**src/rtl/vga_timing_pkg.sv**
```systemverilog
// Shared constants and helpers for the VGA raster timing generator.
// Defaults describe the 200x600 mode driven by the current card.
package vga_timing_pkg;

    localparam int DEF_H_ACTIVE   = 200;
    localparam int DEF_H_FP       = 10;
    localparam int DEF_H_SYNC     = 32;
    localparam int DEF_H_BP       = 22;
    localparam int DEF_V_ACTIVE   = 600;
    localparam int DEF_V_FP       = 1;
    localparam int DEF_V_SYNC     = 4;
    localparam int DEF_V_BP       = 23;
    localparam int DEF_PIPE_DEPTH = 1;

    localparam logic POL_LOW  = 1'b0;
    localparam logic POL_HIGH = 1'b1;

    // Counter widths must never collapse to zero bits, even for a total of 1.
    function automatic int safe_clog2(input int value);
        int bits;
        bits = $clog2(value);
        return (bits < 1) ? 1 : bits;
    endfunction

    localparam int DEF_H_BITS =
        safe_clog2(DEF_H_ACTIVE + DEF_H_FP + DEF_H_SYNC + DEF_H_BP);
    localparam int DEF_V_BITS =
        safe_clog2(DEF_V_ACTIVE + DEF_V_FP + DEF_V_SYNC + DEF_V_BP);

endpackage

```
**src/rtl/vga_timing_if.sv**
```systemverilog
// Timing bundle between the raster generator (master) and its consumers.
// pix_en flows into the generator; everything else is produced by it.
interface vga_timing_if
    import vga_timing_pkg::*;
#(
    parameter int H_BITS = DEF_H_BITS,
    parameter int V_BITS = DEF_V_BITS
);

    logic              pix_en;
    logic [H_BITS-1:0] h_count;
    logic [V_BITS-1:0] v_count;
    logic              fetch_valid;
    logic              line_start;
    logic              frame_start;
    logic              de;
    logic              h_sync;
    logic              v_sync;

    modport master (
        input  pix_en,
        output h_count, v_count, fetch_valid, line_start, frame_start,
        output de, h_sync, v_sync
    );

    modport slave (
        output pix_en,
        input  h_count, v_count, fetch_valid, line_start, frame_start,
        input  de, h_sync, v_sync
    );

endinterface

```
**src/rtl/vga_delay_line.sv**
```systemverilog
// Enabled shift register with a synchronous clear to a per-bit value.
// DEPTH of zero degenerates to a wire so callers need no special case.
module vga_delay_line
    import vga_timing_pkg::*;
#(
    parameter int               WIDTH   = 1,
    parameter int               DEPTH   = 1,
    parameter logic [WIDTH-1:0] RST_VAL = '0
) (
    input  logic             clk_i,
    input  logic             rst_i,
    input  logic             en_i,
    input  logic [WIDTH-1:0] d_i,
    output logic [WIDTH-1:0] q_o
);

    if (DEPTH == 0) begin : g_bypass
        logic unused_ctrl;
        assign unused_ctrl = ^{clk_i, rst_i, en_i};
        assign q_o         = d_i;
    end else begin : g_stages
        logic [WIDTH-1:0] stage_q [DEPTH];

        always_ff @(posedge clk_i) begin
            if (rst_i) begin
                for (int i = 0; i < DEPTH; i++) begin
                    stage_q[i] <= RST_VAL;
                end
            end else if (en_i) begin
                stage_q[0] <= d_i;
                for (int i = 1; i < DEPTH; i++) begin
                    stage_q[i] <= stage_q[i-1];
                end
            end
        end

        assign q_o = stage_q[DEPTH-1];
    end

endmodule

```
**src/rtl/vga_timing_gen.sv**
```systemverilog
// VGA raster timing: fetch-stage pixel/line counters plus de/sync outputs
// delayed by PIPE_DEPTH pixels to line up with frame-buffer read data.
module vga_timing_gen
    import vga_timing_pkg::*;
#(
    parameter int   H_ACTIVE   = DEF_H_ACTIVE,
    parameter int   H_FP       = DEF_H_FP,
    parameter int   H_SYNC     = DEF_H_SYNC,
    parameter int   H_BP       = DEF_H_BP,
    parameter int   V_ACTIVE   = DEF_V_ACTIVE,
    parameter int   V_FP       = DEF_V_FP,
    parameter int   V_SYNC     = DEF_V_SYNC,
    parameter int   V_BP       = DEF_V_BP,
    parameter logic H_POL      = POL_LOW,
    parameter logic V_POL      = POL_LOW,
    parameter int   PIPE_DEPTH = DEF_PIPE_DEPTH
) (
    input  logic         clk,
    input  logic         rst,
    vga_timing_if.master bus
);

    localparam int H_TOTAL = H_ACTIVE + H_FP + H_SYNC + H_BP;
    localparam int V_TOTAL = V_ACTIVE + V_FP + V_SYNC + V_BP;
    localparam int H_BITS  = safe_clog2(H_TOTAL);
    localparam int V_BITS  = safe_clog2(V_TOTAL);

    localparam logic [H_BITS-1:0] H_LAST     = H_BITS'(H_TOTAL - 1);
    localparam logic [V_BITS-1:0] V_LAST     = V_BITS'(V_TOTAL - 1);
    localparam logic [H_BITS-1:0] H_VIS_END  = H_BITS'(H_ACTIVE);
    localparam logic [V_BITS-1:0] V_VIS_END  = V_BITS'(V_ACTIVE);
    localparam logic [H_BITS-1:0] H_SYNC_LO  = H_BITS'(H_ACTIVE + H_FP);
    localparam logic [H_BITS-1:0] H_SYNC_HI  = H_BITS'(H_ACTIVE + H_FP + H_SYNC - 1);
    localparam logic [V_BITS-1:0] V_SYNC_LO  = V_BITS'(V_ACTIVE + V_FP);
    localparam logic [V_BITS-1:0] V_SYNC_HI  = V_BITS'(V_ACTIVE + V_FP + V_SYNC - 1);

    if (H_ACTIVE < 1 || V_ACTIVE < 1 || H_SYNC < 1 || V_SYNC < 1 ||
        H_FP < 0 || H_BP < 0 || V_FP < 0 || V_BP < 0 ||
        PIPE_DEPTH < 0 || PIPE_DEPTH > 7) begin : g_bad_params
        $error("vga_timing_gen: illegal timing parameters");
    end

    logic [H_BITS-1:0] h_count_q, h_count_d;
    logic [V_BITS-1:0] v_count_q, v_count_d;

    always_comb begin
        h_count_d = h_count_q;
        v_count_d = v_count_q;
        if (bus.pix_en) begin
            if (h_count_q == H_LAST) begin
                h_count_d = '0;
                v_count_d = (v_count_q == V_LAST) ? '0 : v_count_q + 1'b1;
            end else begin
                h_count_d = h_count_q + 1'b1;
            end
        end
    end

    // Reset parks on the final blanking pixel so the first enabled edge lands on (0,0).
    always_ff @(posedge clk) begin
        if (rst) begin
            h_count_q <= H_LAST;
            v_count_q <= V_LAST;
        end else begin
            h_count_q <= h_count_d;
            v_count_q <= v_count_d;
        end
    end

    logic fetch_valid;
    logic hsync_raw;
    logic vsync_raw;
    logic [2:0] pipe_in;
    logic [2:0] pipe_out;

    assign fetch_valid = (h_count_q < H_VIS_END) && (v_count_q < V_VIS_END);
    assign hsync_raw   = (h_count_q >= H_SYNC_LO) && (h_count_q <= H_SYNC_HI);
    assign vsync_raw   = (v_count_q >= V_SYNC_LO) && (v_count_q <= V_SYNC_HI);

    // Polarity is applied before the delay so cleared stages sit at the idle pin level.
    assign pipe_in = {fetch_valid, hsync_raw ? H_POL : ~H_POL, vsync_raw ? V_POL : ~V_POL};

    vga_delay_line #(
        .WIDTH   (3),
        .DEPTH   (PIPE_DEPTH),
        .RST_VAL ({1'b0, ~H_POL, ~V_POL})
    ) u_delay (
        .clk_i (clk),
        .rst_i (rst),
        .en_i  (bus.pix_en),
        .d_i   (pipe_in),
        .q_o   (pipe_out)
    );

    assign bus.h_count     = h_count_q;
    assign bus.v_count     = v_count_q;
    assign bus.fetch_valid = fetch_valid;
    assign bus.line_start  = (h_count_q == '0);
    assign bus.frame_start = (h_count_q == '0) && (v_count_q == '0);
    assign bus.de          = pipe_out[2];
    assign bus.h_sync      = pipe_out[1];
    assign bus.v_sync      = pipe_out[0];

endmodule

```
**src/flat_wrapper.sv**
```systemverilog
// flat-port wrapper written by rule: the top's interface ports become plain ports
module vga_timing_gen_flat import vga_timing_pkg::*;
#(
    parameter int   H_ACTIVE   = DEF_H_ACTIVE,
    parameter int   H_FP       = DEF_H_FP,
    parameter int   H_SYNC     = DEF_H_SYNC,
    parameter int   H_BP       = DEF_H_BP,
    parameter int   V_ACTIVE   = DEF_V_ACTIVE,
    parameter int   V_FP       = DEF_V_FP,
    parameter int   V_SYNC     = DEF_V_SYNC,
    parameter int   V_BP       = DEF_V_BP,
    parameter logic H_POL      = POL_LOW,
    parameter logic V_POL      = POL_LOW,
    parameter int   PIPE_DEPTH = DEF_PIPE_DEPTH
)
  (clk, rst, bus_pix_en, bus_h_count, bus_v_count, bus_fetch_valid, bus_line_start, bus_frame_start, bus_de, bus_h_sync, bus_v_sync);
  vga_timing_if #(.H_BITS((safe_clog2(264))), .V_BITS((safe_clog2(628)))) bus_i ();
  input  logic clk;
  input  logic rst;
  input wire logic [$bits(bus_i.pix_en)-1:0] bus_pix_en;
  output wire logic [$bits(bus_i.h_count)-1:0] bus_h_count;
  output wire logic [$bits(bus_i.v_count)-1:0] bus_v_count;
  output wire logic [$bits(bus_i.fetch_valid)-1:0] bus_fetch_valid;
  output wire logic [$bits(bus_i.line_start)-1:0] bus_line_start;
  output wire logic [$bits(bus_i.frame_start)-1:0] bus_frame_start;
  output wire logic [$bits(bus_i.de)-1:0] bus_de;
  output wire logic [$bits(bus_i.h_sync)-1:0] bus_h_sync;
  output wire logic [$bits(bus_i.v_sync)-1:0] bus_v_sync;
  assign bus_i.pix_en = bus_pix_en;
  assign bus_h_count = bus_i.h_count;
  assign bus_v_count = bus_i.v_count;
  assign bus_fetch_valid = bus_i.fetch_valid;
  assign bus_line_start = bus_i.line_start;
  assign bus_frame_start = bus_i.frame_start;
  assign bus_de = bus_i.de;
  assign bus_h_sync = bus_i.h_sync;
  assign bus_v_sync = bus_i.v_sync;
  vga_timing_gen #(.H_ACTIVE(H_ACTIVE), .H_FP(H_FP), .H_SYNC(H_SYNC), .H_BP(H_BP), .V_ACTIVE(V_ACTIVE), .V_FP(V_FP), .V_SYNC(V_SYNC), .V_BP(V_BP), .H_POL(H_POL), .V_POL(V_POL), .PIPE_DEPTH(PIPE_DEPTH)) u_core (.clk(clk), .rst(rst), .bus(bus_i));
endmodule
```
**config.mk**
```make
export PLATFORM = sky130hd
export DESIGN_NAME = vga_timing_gen_flat
export DESIGN_NICKNAME = d
export VERILOG_FILES = /design/src/rtl/vga_timing_pkg.sv /design/src/rtl/vga_timing_if.sv /design/src/rtl/vga_delay_line.sv /design/src/rtl/vga_timing_gen.sv /design/src/flat_wrapper.sv
export SDC_FILE = /design/constraint.sdc
export NUM_CORES = 1
export LEC_CHECK = 0
export ABC_AREA = 1
export BUFFER_PORTS_ARGS = -buffer_cell sky130_fd_sc_hd__buf_2
export CELL_PAD_IN_SITES_DETAIL_PLACEMENT = 2
export CELL_PAD_IN_SITES_GLOBAL_PLACEMENT = 2
export CORE_ASPECT_RATIO = 1.4
export CORE_MARGIN = 2
export CORE_UTILIZATION = 30
export CTS_BUF_LIST = sky130_fd_sc_hd__clkbuf_4 sky130_fd_sc_hd__clkbuf_8 sky130_fd_sc_hd__clkbuf_16
export DETAILED_ROUTE_END_ITERATION = 7
export PLACE_DENSITY_LB_ADDON = 0.1
export SYNTH_ARGS = -nofsm -noshare
export SYNTH_HDL_FRONTEND = slang
export SYNTH_SLANG_ARGS = --single-unit
export TNS_END_PERCENT = 50
```
**constraint.sdc**
```tcl
create_clock -name clk -period 1.8 [get_ports clk]
set_clock_uncertainty 0.15 [all_clocks]
set_input_delay 0.36 -clock clk [delete_from_list [all_inputs] [get_ports clk]]
set_output_delay 0.36 -clock clk [all_outputs]
set_load 0.005 [all_outputs]
```
==> results.cfg <==
[floorplan]
die-width_um = 63.17
rows = 30
initial_core_util_pct = 30.84
die_area_um2 = 5485
ioPinCount = 28
die_h_um = 86.83
coreArea_um2 = 4767

[sta]
setup_slack_ns = -0.01020
tightestPinTransition_ns = 0.4076
max_slew_margin_pct = 72.48
rsz0062_at_grt = true
holdWs_ns = 0.2932
final_hold_viol_count = 0
finalSetupViolations = 1
finalMaxSlewViolations = 0
setup_tns_ns = -0.01020
min_period_over_period_pct = 100.6
min_period_ns = 1.810
max_freq_ghz = 0.5524

[routing]
via_per_inst = 4.950
ant_nets = 0
routedWlPerCell_um = 18.00
drt_pass1_iterations = 4
drt_iter0_markers = 49
totalWireLength_mm = 6.083
num_vias = 1673
drcViolationCount = 0

[synthesis]
synthTopCellsByArea = dfxtp_1, nand2_1, nand3_1
ys.warnings.count = 0
syn-num-nets = 225
syn_area_um2 = 1470
synthDominantCellAreaShare_pct = 25.87
synth.yosys.seq_area_share_pct = 32.00
synth_cell_types = 33
ys_ff_latch = 22
syn_avg_cell_area_um2 = 6.870
synth_top_area_cell = dfxtp_1
syn_inst = 214

[final_layout]
diodes = 0
final_cell_mix = nand2_1, buf_4, buf_2
final_common_cell = nand2_1
drive_above_1_share_pct = 44.89
nNetsFinal = 286
area_growth_pct = 43.15

[placement]
port_buffers = 27
gp_congestion = 0.8431
dpl.hpwl_mm = 4.262

[cts]
tritoncts = yes
clk_latency_ns = 0.28
clock_sinks = 22
cts_max_path_buffers = 2
postCtsHoldBufs = 0
htreeDepth = 1
cts-buffers-inserted = 3
clk_pin_slew_ns = 0.08
clockRootBuffer = clkbuf_8

[global_routing]
grt_pass1_vias = 1786
grt_pass1_wl_mm = 8.625
grt_usage_pct = 20.56
antenna_found_initial = 0
overflow = 0
grt_max_degree = 13

[setup_path]
endpoint_kind = output pin
ff2ff_setup_slack_ns = 0.09
path_class = flop to output pin
worstReg2RegEnd = u_core.bus.v_count[8]
r2r-start = u_core.bus.h_count[1]
cp.arrival_ns = 1.30
cp_max_fo = 4
r2r_cells = 8
required_ns = 1.29
worstSetupStartpointType = flop

[worst_hold_path]
worstHoldStart = rst
min_to = u_core.bus.v_count[8]
min_path_type = input port to flop
whs_path_depth = 3

[power]
powerDensity_nw_per_um2 = 781.0
seqPwrFrac_pct = 36.1
p_int_mw = 1.009
leakage_nw = 1.021
ir_drop_uv = 353.5
p_sw_mw = 0.6344
combPwrFrac_pct = 40.6
power.share.clock_pct = 23.2
sw_frac_of_total_pct = 38.60

[status]
violations = setup timing
status = finished with violations

[flow_run]
drv_cap = 0
## cells in the mapped netlist
master	n
a21oi_1	7
a21oi_2	2
a31oi_1	1
buf_2	2
buf_6	1
clkbuf_1	1
clkinv_4	1
dfxtp_1	19
edfxtp_1	3
ha_1	8
inv_1	31
inv_2	2
inv_4	1
nand2_1	49
nand2_2	3
nand3_1	24
nand3_2	1
nand3_4	1
nand4_1	9
nor2_1	24
nor2_2	2
nor2_4	1
nor3_1	3
nor3_2	2
nor3_4	1
nor4_1	2
o211ai_1	2
o21ai_0	3
o21ai_1	2
o21ai_2	1
o311ai_0	1
xnor2_1	2
xor2_1	2
## metrics by stage
step | total power, mW | utilization (%) | std cells | worst slack (ns) | cell area (µm²)
4_1_cts | 1.576 | 40.89 | 328 | -0.05209 | 1949
3_3_place_gp | 1.109 | 36.72 | 313 | 0.03703 | 1750
6_report | 1.644 | 44.15 | 338 | -0.01020 | 2105
5_1_grt | 1.746 | 44.15 | 338 | -0.07103 | 2105
2_1_floorplan | 0.9147 | - | 214 | 0.2590 | 1470
3_5_place_dp | 1.121 | 36.72 | 313 | 0.05943 | 1750
## critical path: stages (launching register included)
cell and delay (ns):
dfxtp_4 0.37, inv_4 0.07, ha_4 0.13, inv_2 0.04
nor2_4 0.07, nand3_2 0.10, nor2_1 0.12, buf_2 0.12
## power by group through the flow
stage / clock network [mW] / registers [mW] / logic, mW
after floorplan: 0 / 0.606 / 0.308
after global placement: 0 / 0.604 / 0.506
after detailed placement: 0 / 0.607 / 0.514
after CTS: 0.390 / 0.593 / 0.593
after global routing: 0.408 / 0.601 / 0.737
final: 0.382 / 0.594 / 0.668
## worst max-delay path by stage
stage,start,to,slack [ns],depth (start not counted)
after CTS,u_core.bus.v_count[2],bus_frame_start,-0.05,6
after detailed placement,u_core.bus.v_count[8],bus_fetch_valid,0.06,5
after global routing,u_core.bus.h_count[1],bus_frame_start,-0.07,7
after global placement,u_core.bus.v_count[8],bus_fetch_valid,0.04,5
final,u_core.bus.h_count[1],bus_frame_start,-0.01,7
after floorplan,u_core.bus.v_count[0],u_core.bus.v_count[5],0.26,6
## cells by family (layout without fill, tap and decap cells)
| kind of cell | count (synthesis) | count (layout) | share of synthesized area (%) |
|---|---|---|---|
| AND/OR/NAND/NOR | 122 | 122 | 39.75 |
| adder cells (fa/ha/maj) | 8 | 8 | 6.809 |
| flip-flops | 22 | 22 | 32.00 |
| AO/OA/AOI/OAI | 19 | 19 | 7.915 |
| buffers and inverters | 39 | 99 | 11.15 |
| XOR/XNOR | 4 | 4 | 2.383 |
## registers in the layout (all words and copies together), names as in the netlist
signal,count
u_core.bus.h_count,9
u_core.u_delay.g_stages.stage_q,3
u_core.bus.v_count,10
## layout make-up
class,instances,area [µm²]
multi-input cells,153,928.4
clock buffers,4,55.05
inverters,35,151.4
repair buffers,60,382.9
fillers,587,2663
well taps,64,80.08
flip-flops and latches,22,506.7
## per-layer routing
layer	global-route usage, %	wire length (µm)	vias to the layer above
li1	-	-	810
met1	19.36	2180	819
met2	43.04	3575	29
met3	2.078	120	15
met4	9.697	207	0
met5	0	0	-
## timing repair
action / in CTS / in global routing
resized for setup: 32 / 30
setup buffers: 11 / 10
setup endpoints to repair: 3 / 11
pin swaps: 6 / 9
Power figures use the tool's default switching activity.
